**src/rtl/pid_mc_pkg.sv**
```systemverilog
// Shared types and helpers for the multi-channel incremental PID controller.
// Holds the FSM state encoding, signed saturate/clamp helpers and default limits.
// Helpers work on a 64-bit signed carrier, so W must stay at or below 31.
package pid_mc_pkg;

  typedef enum logic [3:0] {
    S_IDLE, S_LATCH, S_ERR, S_DIFF, S_MP, S_MI, S_MD,
    S_SUM, S_LIMA, S_ACC, S_LIMO, S_DONE
  } state_e;

  localparam int WIDE_W = 64;
  typedef logic signed [WIDE_W-1:0] wide_t;

  localparam int DEFAULT_MAXIMUM_OUT = 1000;
  localparam int DEFAULT_MINIMUM_OUT = 0;
  localparam int DEFAULT_MAXIMUM_ADD = 100;
  localparam int DEFAULT_MINIMUM_ADD = -100;

  // Saturate v to the range of a w-bit two's-complement number.
  function automatic wide_t sat_w(input wide_t v, input int w);
    wide_t hi;
    wide_t lo;
    hi = (wide_t'(1) <<< (w - 1)) - wide_t'(1);
    lo = -hi - wide_t'(1);
    if (v > hi) return hi;
    if (v < lo) return lo;
    return v;
  endfunction

  // Clamp v into [lo, hi].
  function automatic wide_t clamp(input wide_t v, input wide_t lo, input wide_t hi);
    if (v > hi) return hi;
    if (v < lo) return lo;
    return v;
  endfunction

endpackage

```
**src/rtl/pid_mc_if.sv**
```systemverilog
// Controller-facing bundle: ADC event, samples, setpoints, gains, enables, outputs.
// Pure wiring, no latency.
// No backpressure: outputs are pulses/levels the consumer must sample.
interface pid_mc_if #(
  parameter int N_CH = 2,
  parameter int W    = 26,
  parameter int IW   = 12
);
  logic                   adc_complete;
  logic [N_CH*IW-1:0]     sample;
  logic [N_CH*W-1:0]      target;
  logic signed [W-1:0]    kp;
  logic signed [W-1:0]    ki;
  logic signed [W-1:0]    kd;
  logic [N_CH-1:0]        ch_enable;
  logic [N_CH*W-1:0]      pi_out;
  logic                   out_valid;
  logic                   busy;
  logic                   overrun;

  modport master (
    output adc_complete, sample, target, kp, ki, kd, ch_enable,
    input  pi_out, out_valid, busy, overrun
  );

  modport slave (
    input  adc_complete, sample, target, kp, ki, kd, ch_enable,
    output pi_out, out_valid, busy, overrun
  );
endinterface

```
**src/rtl/pid_mc_mac.sv**
```systemverilog
// Shared multiplier with registered product, three-term accumulate, shift and saturate.
// Product appears one cycle after mul_en; sum_sat is valid in the cycle after the third product.
// No backpressure: sequencing is entirely owned by the controller FSM.
module pid_mc_mac
  import pid_mc_pkg::*;
#(
  parameter int W         = 26,
  parameter int FRAC_BITS = 0
) (
  input  logic                clk,
  input  logic                rst_n,
  input  logic                mul_en,
  input  logic                sum_load,
  input  logic                sum_add,
  input  logic signed [W-1:0] op_a,
  input  logic signed [W-1:0] op_b,
  output logic signed [W-1:0] sum_sat
);
  localparam int PW = 2 * W;
  localparam int SW = 2 * W + 2;

  logic signed [PW-1:0] prod_q, prod_d;
  logic signed [SW-1:0] sum_q, sum_d;
  logic signed [SW-1:0] total;
  wide_t                sat_full;
  logic                 unused_hi;

  // Product capture and partial-sum accumulation (pp, then pp+pi).
  always_comb begin
    prod_d = prod_q;
    sum_d  = sum_q;
    if (mul_en)   prod_d = PW'(op_a) * PW'(op_b);
    if (sum_load) sum_d  = SW'(prod_q);
    else if (sum_add) sum_d = sum_q + SW'(prod_q);
  end

  // The last term (pd) is still in the product register, so it is folded in here.
  assign total     = (sum_q + SW'(prod_q)) >>> FRAC_BITS;
  assign sat_full  = sat_w(wide_t'(total), W);
  assign sum_sat   = sat_full[W-1:0];
  assign unused_hi = ^sat_full[WIDE_W-1:W];

  // Datapath registers.
  always_ff @(posedge clk or negedge rst_n) begin
    if (!rst_n) begin
      prod_q <= '0;
      sum_q  <= '0;
    end else begin
      prod_q <= prod_d;
      sum_q  <= sum_d;
    end
  end
endmodule

```
**src/rtl/pid_mc.sv**
```systemverilog
// N-channel time-multiplexed incremental PID: one ADC event runs every channel through one MAC.
// out_valid pulses 9*N_CH+3 clocks after the synchronised ADC edge; all outputs update together.
// No backpressure: an ADC edge while busy (including DONE) is dropped and flagged on overrun.
module pid_mc
  import pid_mc_pkg::*;
#(
  parameter int N_CH                = 2,
  parameter int PARAMETER_BIT_WIDTH = 26,
  parameter int INPUT_BIT_WIDTH     = 12,
  parameter int FRAC_BITS           = 0,
  parameter int MAXIMUM_OUT         = DEFAULT_MAXIMUM_OUT,
  parameter int MINIMUM_OUT         = DEFAULT_MINIMUM_OUT,
  parameter int MAXIMUM_ADD         = DEFAULT_MAXIMUM_ADD,
  parameter int MINIMUM_ADD         = DEFAULT_MINIMUM_ADD
) (
  input logic     clk,
  input logic     rst_n,
  pid_mc_if.slave bus
);
  localparam int W    = PARAMETER_BIT_WIDTH;
  localparam int IW   = INPUT_BIT_WIDTH;
  localparam int CH_W = (N_CH > 1) ? $clog2(N_CH) : 1;

  state_e              state_q, state_d;
  logic [CH_W-1:0]     ch_q, ch_d;
  logic                dly1_q, dly1_d, dly2_q, dly2_d;
  logic [IW-1:0]       samp_q [N_CH], samp_d [N_CH];
  logic signed [W-1:0] tgt_q  [N_CH], tgt_d  [N_CH];
  logic signed [W-1:0] acc_q  [N_CH], acc_d  [N_CH];
  logic signed [W-1:0] e1_q   [N_CH], e1_d   [N_CH];
  logic signed [W-1:0] e2_q   [N_CH], e2_d   [N_CH];
  logic signed [W-1:0] kp_q, kp_d, ki_q, ki_d, kd_q, kd_d;
  logic [N_CH-1:0]     en_q, en_d;
  logic signed [W-1:0] e0_q, e0_d, d1_q, d1_d, d2_q, d2_d, s_q, s_d;
  logic signed [W:0]   acc_sum_q, acc_sum_d;
  logic [N_CH*W-1:0]   pi_out_q, pi_out_d;
  logic                out_valid_q, out_valid_d, busy_q, busy_d, overrun_q, overrun_d;

  logic                adc_read_flag;
  logic                mul_en, sum_load, sum_add;
  logic signed [W-1:0] mac_a, mac_b, mac_s;
  wide_t               lima_w, limo_w;
  logic                unused_hi;

  assign adc_read_flag = dly1_q & ~dly2_q;
  assign mul_en   = (state_q == S_MP) || (state_q == S_MI) || (state_q == S_MD);
  assign sum_load = (state_q == S_MI);
  assign sum_add  = (state_q == S_MD);
  assign lima_w   = clamp(wide_t'(s_q), wide_t'(MINIMUM_ADD), wide_t'(MAXIMUM_ADD));
  assign limo_w   = clamp(wide_t'(acc_sum_q), wide_t'(MINIMUM_OUT), wide_t'(MAXIMUM_OUT));
  assign unused_hi = ^{lima_w[WIDE_W-1:W], limo_w[WIDE_W-1:W]};

  // Steer the shared multiplier: kp*d1, ki*e0, kd*d2 on consecutive cycles.
  always_comb begin
    mac_a = kp_q;
    mac_b = d1_q;
    if (state_q == S_MI) begin
      mac_a = ki_q;
      mac_b = e0_q;
    end else if (state_q == S_MD) begin
      mac_a = kd_q;
      mac_b = d2_q;
    end
  end

  pid_mc_mac #(.W(W), .FRAC_BITS(FRAC_BITS)) u_mac (
    .clk      (clk),
    .rst_n    (rst_n),
    .mul_en   (mul_en),
    .sum_load (sum_load),
    .sum_add  (sum_add),
    .op_a     (mac_a),
    .op_b     (mac_b),
    .sum_sat  (mac_s)
  );

  // Sequencer and per-channel datapath next-state.
  always_comb begin
    state_d = state_q;  ch_d = ch_q;
    dly1_d = bus.adc_complete;  dly2_d = dly1_q;
    samp_d = samp_q;  tgt_d = tgt_q;  acc_d = acc_q;  e1_d = e1_q;  e2_d = e2_q;
    kp_d = kp_q;  ki_d = ki_q;  kd_d = kd_q;  en_d = en_q;
    e0_d = e0_q;  d1_d = d1_q;  d2_d = d2_q;  s_d = s_q;  acc_sum_d = acc_sum_q;
    pi_out_d = pi_out_q;  out_valid_d = 1'b0;
    // Any new event outside IDLE is lost; DONE still counts as busy.
    overrun_d = adc_read_flag && (state_q != S_IDLE);
    case (state_q)
      S_IDLE:  if (adc_read_flag) state_d = S_LATCH;
      S_LATCH: begin
        for (int c = 0; c < N_CH; c++) begin
          samp_d[c] = bus.sample[c*IW +: IW];
          tgt_d[c]  = $signed(bus.target[c*W +: W]);
        end
        kp_d = bus.kp;  ki_d = bus.ki;  kd_d = bus.kd;  en_d = bus.ch_enable;
        ch_d = '0;
        state_d = S_ERR;
      end
      S_ERR: begin
        e0_d = tgt_q[ch_q] - $signed({{(W-IW){1'b0}}, samp_q[ch_q]});
        state_d = S_DIFF;
      end
      S_DIFF: begin
        d1_d = e0_q - e1_q[ch_q];
        d2_d = e0_q - (e1_q[ch_q] <<< 1) + e2_q[ch_q];
        state_d = S_MP;
      end
      S_MP:  state_d = S_MI;
      S_MI:  state_d = S_MD;
      S_MD:  state_d = S_SUM;
      S_SUM: begin
        s_d = mac_s;
        state_d = S_LIMA;
      end
      S_LIMA: begin
        s_d = lima_w[W-1:0];
        state_d = S_ACC;
      end
      S_ACC: begin
        acc_sum_d = $signed({acc_q[ch_q][W-1], acc_q[ch_q]}) + $signed({s_q[W-1], s_q});
        state_d = S_LIMO;
      end
      S_LIMO: begin
        // Disabled channels burn the same cycles but keep their state frozen.
        if (en_q[ch_q]) begin
          acc_d[ch_q] = limo_w[W-1:0];
          e2_d[ch_q]  = e1_q[ch_q];
          e1_d[ch_q]  = e0_q;
        end
        if (ch_q == CH_W'(N_CH - 1)) begin
          state_d = S_DONE;
        end else begin
          ch_d = ch_q + CH_W'(1);
          state_d = S_ERR;
        end
      end
      S_DONE: begin
        for (int c = 0; c < N_CH; c++) pi_out_d[c*W +: W] = acc_q[c];
        out_valid_d = 1'b1;
        state_d = S_IDLE;
      end
      default: state_d = S_IDLE;
    endcase
    busy_d = (state_d != S_IDLE);
  end

  // All controller state; reset abandons any pass in flight.
  always_ff @(posedge clk or negedge rst_n) begin
    if (!rst_n) begin
      state_q <= S_IDLE;  ch_q <= '0;  dly1_q <= 1'b0;  dly2_q <= 1'b0;
      for (int c = 0; c < N_CH; c++) begin
        samp_q[c] <= '0;  tgt_q[c] <= '0;  acc_q[c] <= '0;  e1_q[c] <= '0;  e2_q[c] <= '0;
      end
      kp_q <= '0;  ki_q <= '0;  kd_q <= '0;  en_q <= '0;
      e0_q <= '0;  d1_q <= '0;  d2_q <= '0;  s_q <= '0;  acc_sum_q <= '0;
      pi_out_q <= '0;  out_valid_q <= 1'b0;  busy_q <= 1'b0;  overrun_q <= 1'b0;
    end else begin
      state_q <= state_d;  ch_q <= ch_d;  dly1_q <= dly1_d;  dly2_q <= dly2_d;
      samp_q <= samp_d;  tgt_q <= tgt_d;  acc_q <= acc_d;  e1_q <= e1_d;  e2_q <= e2_d;
      kp_q <= kp_d;  ki_q <= ki_d;  kd_q <= kd_d;  en_q <= en_d;
      e0_q <= e0_d;  d1_q <= d1_d;  d2_q <= d2_d;  s_q <= s_d;  acc_sum_q <= acc_sum_d;
      pi_out_q <= pi_out_d;  out_valid_q <= out_valid_d;  busy_q <= busy_d;  overrun_q <= overrun_d;
    end
  end

  assign bus.pi_out    = pi_out_q;
  assign bus.out_valid = out_valid_q;
  assign bus.busy      = busy_q;
  assign bus.overrun   = overrun_q;
endmodule

```
**src/flat_wrapper.sv**
```systemverilog
// flat-port wrapper written by rule: the top's interface ports become plain ports
module pid_mc_flat import pid_mc_pkg::*;
#(
  parameter int N_CH                = 2,
  parameter int PARAMETER_BIT_WIDTH = 26,
  parameter int INPUT_BIT_WIDTH     = 12,
  parameter int FRAC_BITS           = 0,
  parameter int MAXIMUM_OUT         = DEFAULT_MAXIMUM_OUT,
  parameter int MINIMUM_OUT         = DEFAULT_MINIMUM_OUT,
  parameter int MAXIMUM_ADD         = DEFAULT_MAXIMUM_ADD,
  parameter int MINIMUM_ADD         = DEFAULT_MINIMUM_ADD
)
  (clk, rst_n, bus_adc_complete, bus_sample, bus_target, bus_kp, bus_ki, bus_kd, bus_ch_enable, bus_pi_out, bus_out_valid, bus_busy, bus_overrun);
  pid_mc_if #(.N_CH(N_CH), .W((26)), .IW((12))) bus_i ();
  input logic clk;
  input logic rst_n;
  input wire logic [$bits(bus_i.adc_complete)-1:0] bus_adc_complete;
  input wire logic [$bits(bus_i.sample)-1:0] bus_sample;
  input wire logic [$bits(bus_i.target)-1:0] bus_target;
  input wire logic [$bits(bus_i.kp)-1:0] bus_kp;
  input wire logic [$bits(bus_i.ki)-1:0] bus_ki;
  input wire logic [$bits(bus_i.kd)-1:0] bus_kd;
  input wire logic [$bits(bus_i.ch_enable)-1:0] bus_ch_enable;
  output wire logic [$bits(bus_i.pi_out)-1:0] bus_pi_out;
  output wire logic [$bits(bus_i.out_valid)-1:0] bus_out_valid;
  output wire logic [$bits(bus_i.busy)-1:0] bus_busy;
  output wire logic [$bits(bus_i.overrun)-1:0] bus_overrun;
  assign bus_i.adc_complete = bus_adc_complete;
  assign bus_i.sample = bus_sample;
  assign bus_i.target = bus_target;
  assign bus_i.kp = bus_kp;
  assign bus_i.ki = bus_ki;
  assign bus_i.kd = bus_kd;
  assign bus_i.ch_enable = bus_ch_enable;
  assign bus_pi_out = bus_i.pi_out;
  assign bus_out_valid = bus_i.out_valid;
  assign bus_busy = bus_i.busy;
  assign bus_overrun = bus_i.overrun;
  pid_mc #(.N_CH(N_CH), .PARAMETER_BIT_WIDTH(PARAMETER_BIT_WIDTH), .INPUT_BIT_WIDTH(INPUT_BIT_WIDTH), .FRAC_BITS(FRAC_BITS), .MAXIMUM_OUT(MAXIMUM_OUT), .MINIMUM_OUT(MINIMUM_OUT), .MAXIMUM_ADD(MAXIMUM_ADD), .MINIMUM_ADD(MINIMUM_ADD)) u_core (.clk(clk), .rst_n(rst_n), .bus(bus_i));
endmodule
```
**config.mk**
```make
export PLATFORM = sky130hd
export DESIGN_NAME = pid_mc_flat
export DESIGN_NICKNAME = d
export VERILOG_FILES = /design/src/rtl/pid_mc_pkg.sv /design/src/rtl/pid_mc_if.sv /design/src/rtl/pid_mc_mac.sv /design/src/rtl/pid_mc.sv /design/src/flat_wrapper.sv
export SDC_FILE = /design/constraint.sdc
export NUM_CORES = 2
export LEC_CHECK = 0
export BUFFER_PORTS_ARGS = -buffer_cell sky130_fd_sc_hd__buf_2
export CAP_MARGIN = 20
export CORE_MARGIN = 2
export CORE_UTILIZATION = 32
export DETAILED_ROUTE_END_ITERATION = 10
export PLACE_DENSITY_LB_ADDON = 0.15
export SETUP_SLACK_MARGIN = 0.3
export SKIP_CTS_REPAIR_TIMING = 1
export SYNTH_ARGS = -nofsm -noshare
export SYNTH_HDL_FRONTEND = slang
export SYNTH_HIERARCHICAL = 1
export SYNTH_SLANG_ARGS = --single-unit
```
**constraint.sdc**
```tcl
create_clock -name clk -period 10.2 [get_ports clk]
set_clock_uncertainty 0.05 [all_clocks]
set_input_delay 1.02 -clock clk [delete_from_list [all_inputs] [get_ports clk]]
set_output_delay 1.02 -clock clk [all_outputs]
set_load 0.02 [all_outputs]
```
==> impl_metrics.ini <==
[status]
run_status = finished, final reports clean

[global_routing]
gr-max-usage-layer = met2
gr-usage-met2 = 0.3054
grt_max_degree = 133
met1_usage_in_global_routing = 0.2629
groute.layer.met3.usage = 0.01894
antenna_violations_before_repair = 5
first_global_vias = 44850
globalRouteTotalUtil = 0.1849
global_route.overflow_total = 0
wire_length_of_the_first_global_routing_pass_um = 271200

[clocking]
cts.clk_slew.worst_paths_ns = 0.06
worstSkewPairLatency_ns = 0.68
h-tree-depth = 3
cts_made_buffers = 76
cts_max_path_buffers = 3
clk_root_buffer_cell = clkbuf_16
cts_tree = yes
clock_sinks = 611

[timing]
fin_crit_sh = 0.9119
total_negative_setup_slacks_ns = 0
grt_setup_unrepaired = false
max_slew.worst_pin.slew_ns = 1.142
finalHoldViolCount = 0
timing.final.max_slew_violations = 0
slew_headroom = 0.2384
fmaxAchievable_mhz = 107.5
setup-violations-final = 0
finalCriticalPeriod_ns = 9.301

[drt]
first_iter_violations = 2438
via_per_inst = 4.879
detail_route.first_pass.iterations = 5
ant_nets = 0
routed_wl_um = 172600
via_count = 42590
routedWlPerCell_um = 19.77
drcViolationCount = 0

[critical_path]
worst-endpoint-required_ns = 10.69
crit_path_start = u_core/state_q[2]
ff2ff_path_depth = 30
setup.reg_to_reg.worst_slack_ns = 0.90
slowest_stage = fa_1
critical-path-top-cell-by-count = fa_1
crit_type = reg -> reg
worstReg2RegStart = u_core/state_q[2]
critical_path_peak_fanout = 45
timing.critical_path.to = u_core/u_mac/prod_q[43]
cp_peak_stage_delay_ns = 0.54
critical_path.reg2reg.endpoint = u_core/u_mac/prod_q[43]
worst_path_arrival_time_ns = 9.79
start_kind = register
worst_setup_path_end_kind = register

[placement]
numPortBuffers = 213
post-dp-hpwl_um = 136700
gp_congestion = 0.8548

[synth]
synth-simple-area-share = 0.1327
postSynthCellCount = 6110
yosys-top-cells-count = inv_1 (836), nand2_1 (835), fa_1 (738), dfrtp_1 (611), o21ai_0 (355)
synth_top_area_frac = 0.2590
post-synth-top-area-cell = dfrtp_1
mappedNetlistNets = 7294
postSynthAreaPerCell_sq_um = 9.661
yosys.cell_types.count = 100
synth_seq_cells = 611
synth_area_leaders = dfrtp_1 (26%), fa_1 (25%), ha_1 (6.1%)
sequential_area_share_after_synthesis = 0.2590
synth_top_family_by_area = adder cells
netlist_area_sq_um = 59030
yosys.cell_count.top_type = inv_1
adder_and_majority_gate_portion_of_the_synthesized_area = 0.3111
synth_edf_count = 0
multiplexer_share_of_the_synthesized_area = 0.08493
synth_compound_gate_area_share = 0.1121
ys_warn_count = 6
post_synth_xor_area_fraction = 0.02476
asyncSetResetFlopFracSynth = 1.000
synth-main-ff-cell = dfrtp_1

[floorplanning]
core_sq_um = 183300
ioPinCount = 214
num_rows = 157
starting_density_of_the_core = 0.3221
die_height_um = 433.5
fp.dieArea_sq_um = 187900
die_width_um = 433.5

[layout]
nets = 7391
nFillCells = 18730
synth_to_layout_area_growth_pct = 11.69
layout-drive-gt1-share = 0.1445

[worst_hold_path]
hp-class = in -> async

[job]
drv.max_cap_violation_count = 0
## through the flow
stage	area [sq um]	std cells	setup WS (ns)	utilization	hold WS, ns
6_report	65930	8729	0.8985	0.3597	0.3144
5_1_grt	65920	8728	0.3711	0.3597	0.3389
4_1_cts	65820	8723	0.3702	0.3591	0.2932
3_5_place_dp	63200	8588	0.3880	0.3448	0.3446
3_3_place_gp	63190	8587	0.3900	0.3448	0.3464
2_1_floorplan	59030	6110	1.154	-	0.3046
## final cells by class
cell class / instances / area [sq um] / area share
multi-input combinational: 4343 / 39640 / 0.6013
sequential: 611 / 15300 / 0.2320
inverter: 841 / 3157 / 0.04788
tap: 2464 / 3083 / 0.04676
timing repair buffer: 334 / 2133 / 0.03236
clock buffer: 99 / 2068 / 0.03137
clock inverter: 36 / 545.5 / 0.008275
antenna: 1 / 2.502 / 0.00003796
## flip-flops by register name, summed over array words and instances (netlist names), 27 cells and up
register and cells:
u_core/u_mac/sum_q 54, u_core/e1_q 52, u_core/e2_q 52, u_core/tgt_q 52
u_core/acc_sum_q 27, u_core/bus.pi_out 52, u_core/u_mac/prod_q 52, u_core/acc_q 52
## worst min path at each step
stage               slack, ns              endpoint
global placement         0.35         u_core/dly2_q
CTS                      0.29  u_core/acc_sum_q[13]
detailed placement       0.34         u_core/dly2_q
global route             0.34      u_core/acc_q[45]
finish                   0.31      u_core/acc_q[20]
floorplan                0.30         u_core/dly2_q
## critical path: cells and delay by family, from the launching register on
kind / cells / cell delay, ns
simple gates: 3 / 0.59
mux: 2 / 0.41
flops: 1 / 0.53
fa+ha+maj: 8 / 3.68
buf+inv: 6 / 0.78
xor+xnor: 1 / 0.15
compound gates: 10 / 2.80
## per-layer routing
metal  up-vias  part of all wire
met5         -          0.000041
met2       676              0.48
li1      20150                 -
met4         2             0.016
met1     21630              0.48
met3       136             0.032
## logic make-up after synthesis
group / after synthesis
adders and majority gates: 1025
muxes: 462
AOI/OAI and AO/OA: 1038
DFF: 611
and+or+nand+nor: 1651
buffers and inverters: 1157
xor gates and xnor gates: 166
## layout by cell type (no fill, tap or decap), types with 166 or more instances in the layout
master,netlist,routed
fa_1,738,738
inv_1,836,836
a21oi_1,224,223
o21ai_0,355,303
mux2_2,307,307
nor2_1,171,166
buf_2,30,212
ha_1,287,287
and2_1,315,315
dfrtp_1,611,608
nand2_1,835,833
Power is left out: the tool's default activity adds up to more than one toggle a clock period on the data nets, which glitch-free logic cannot reach.
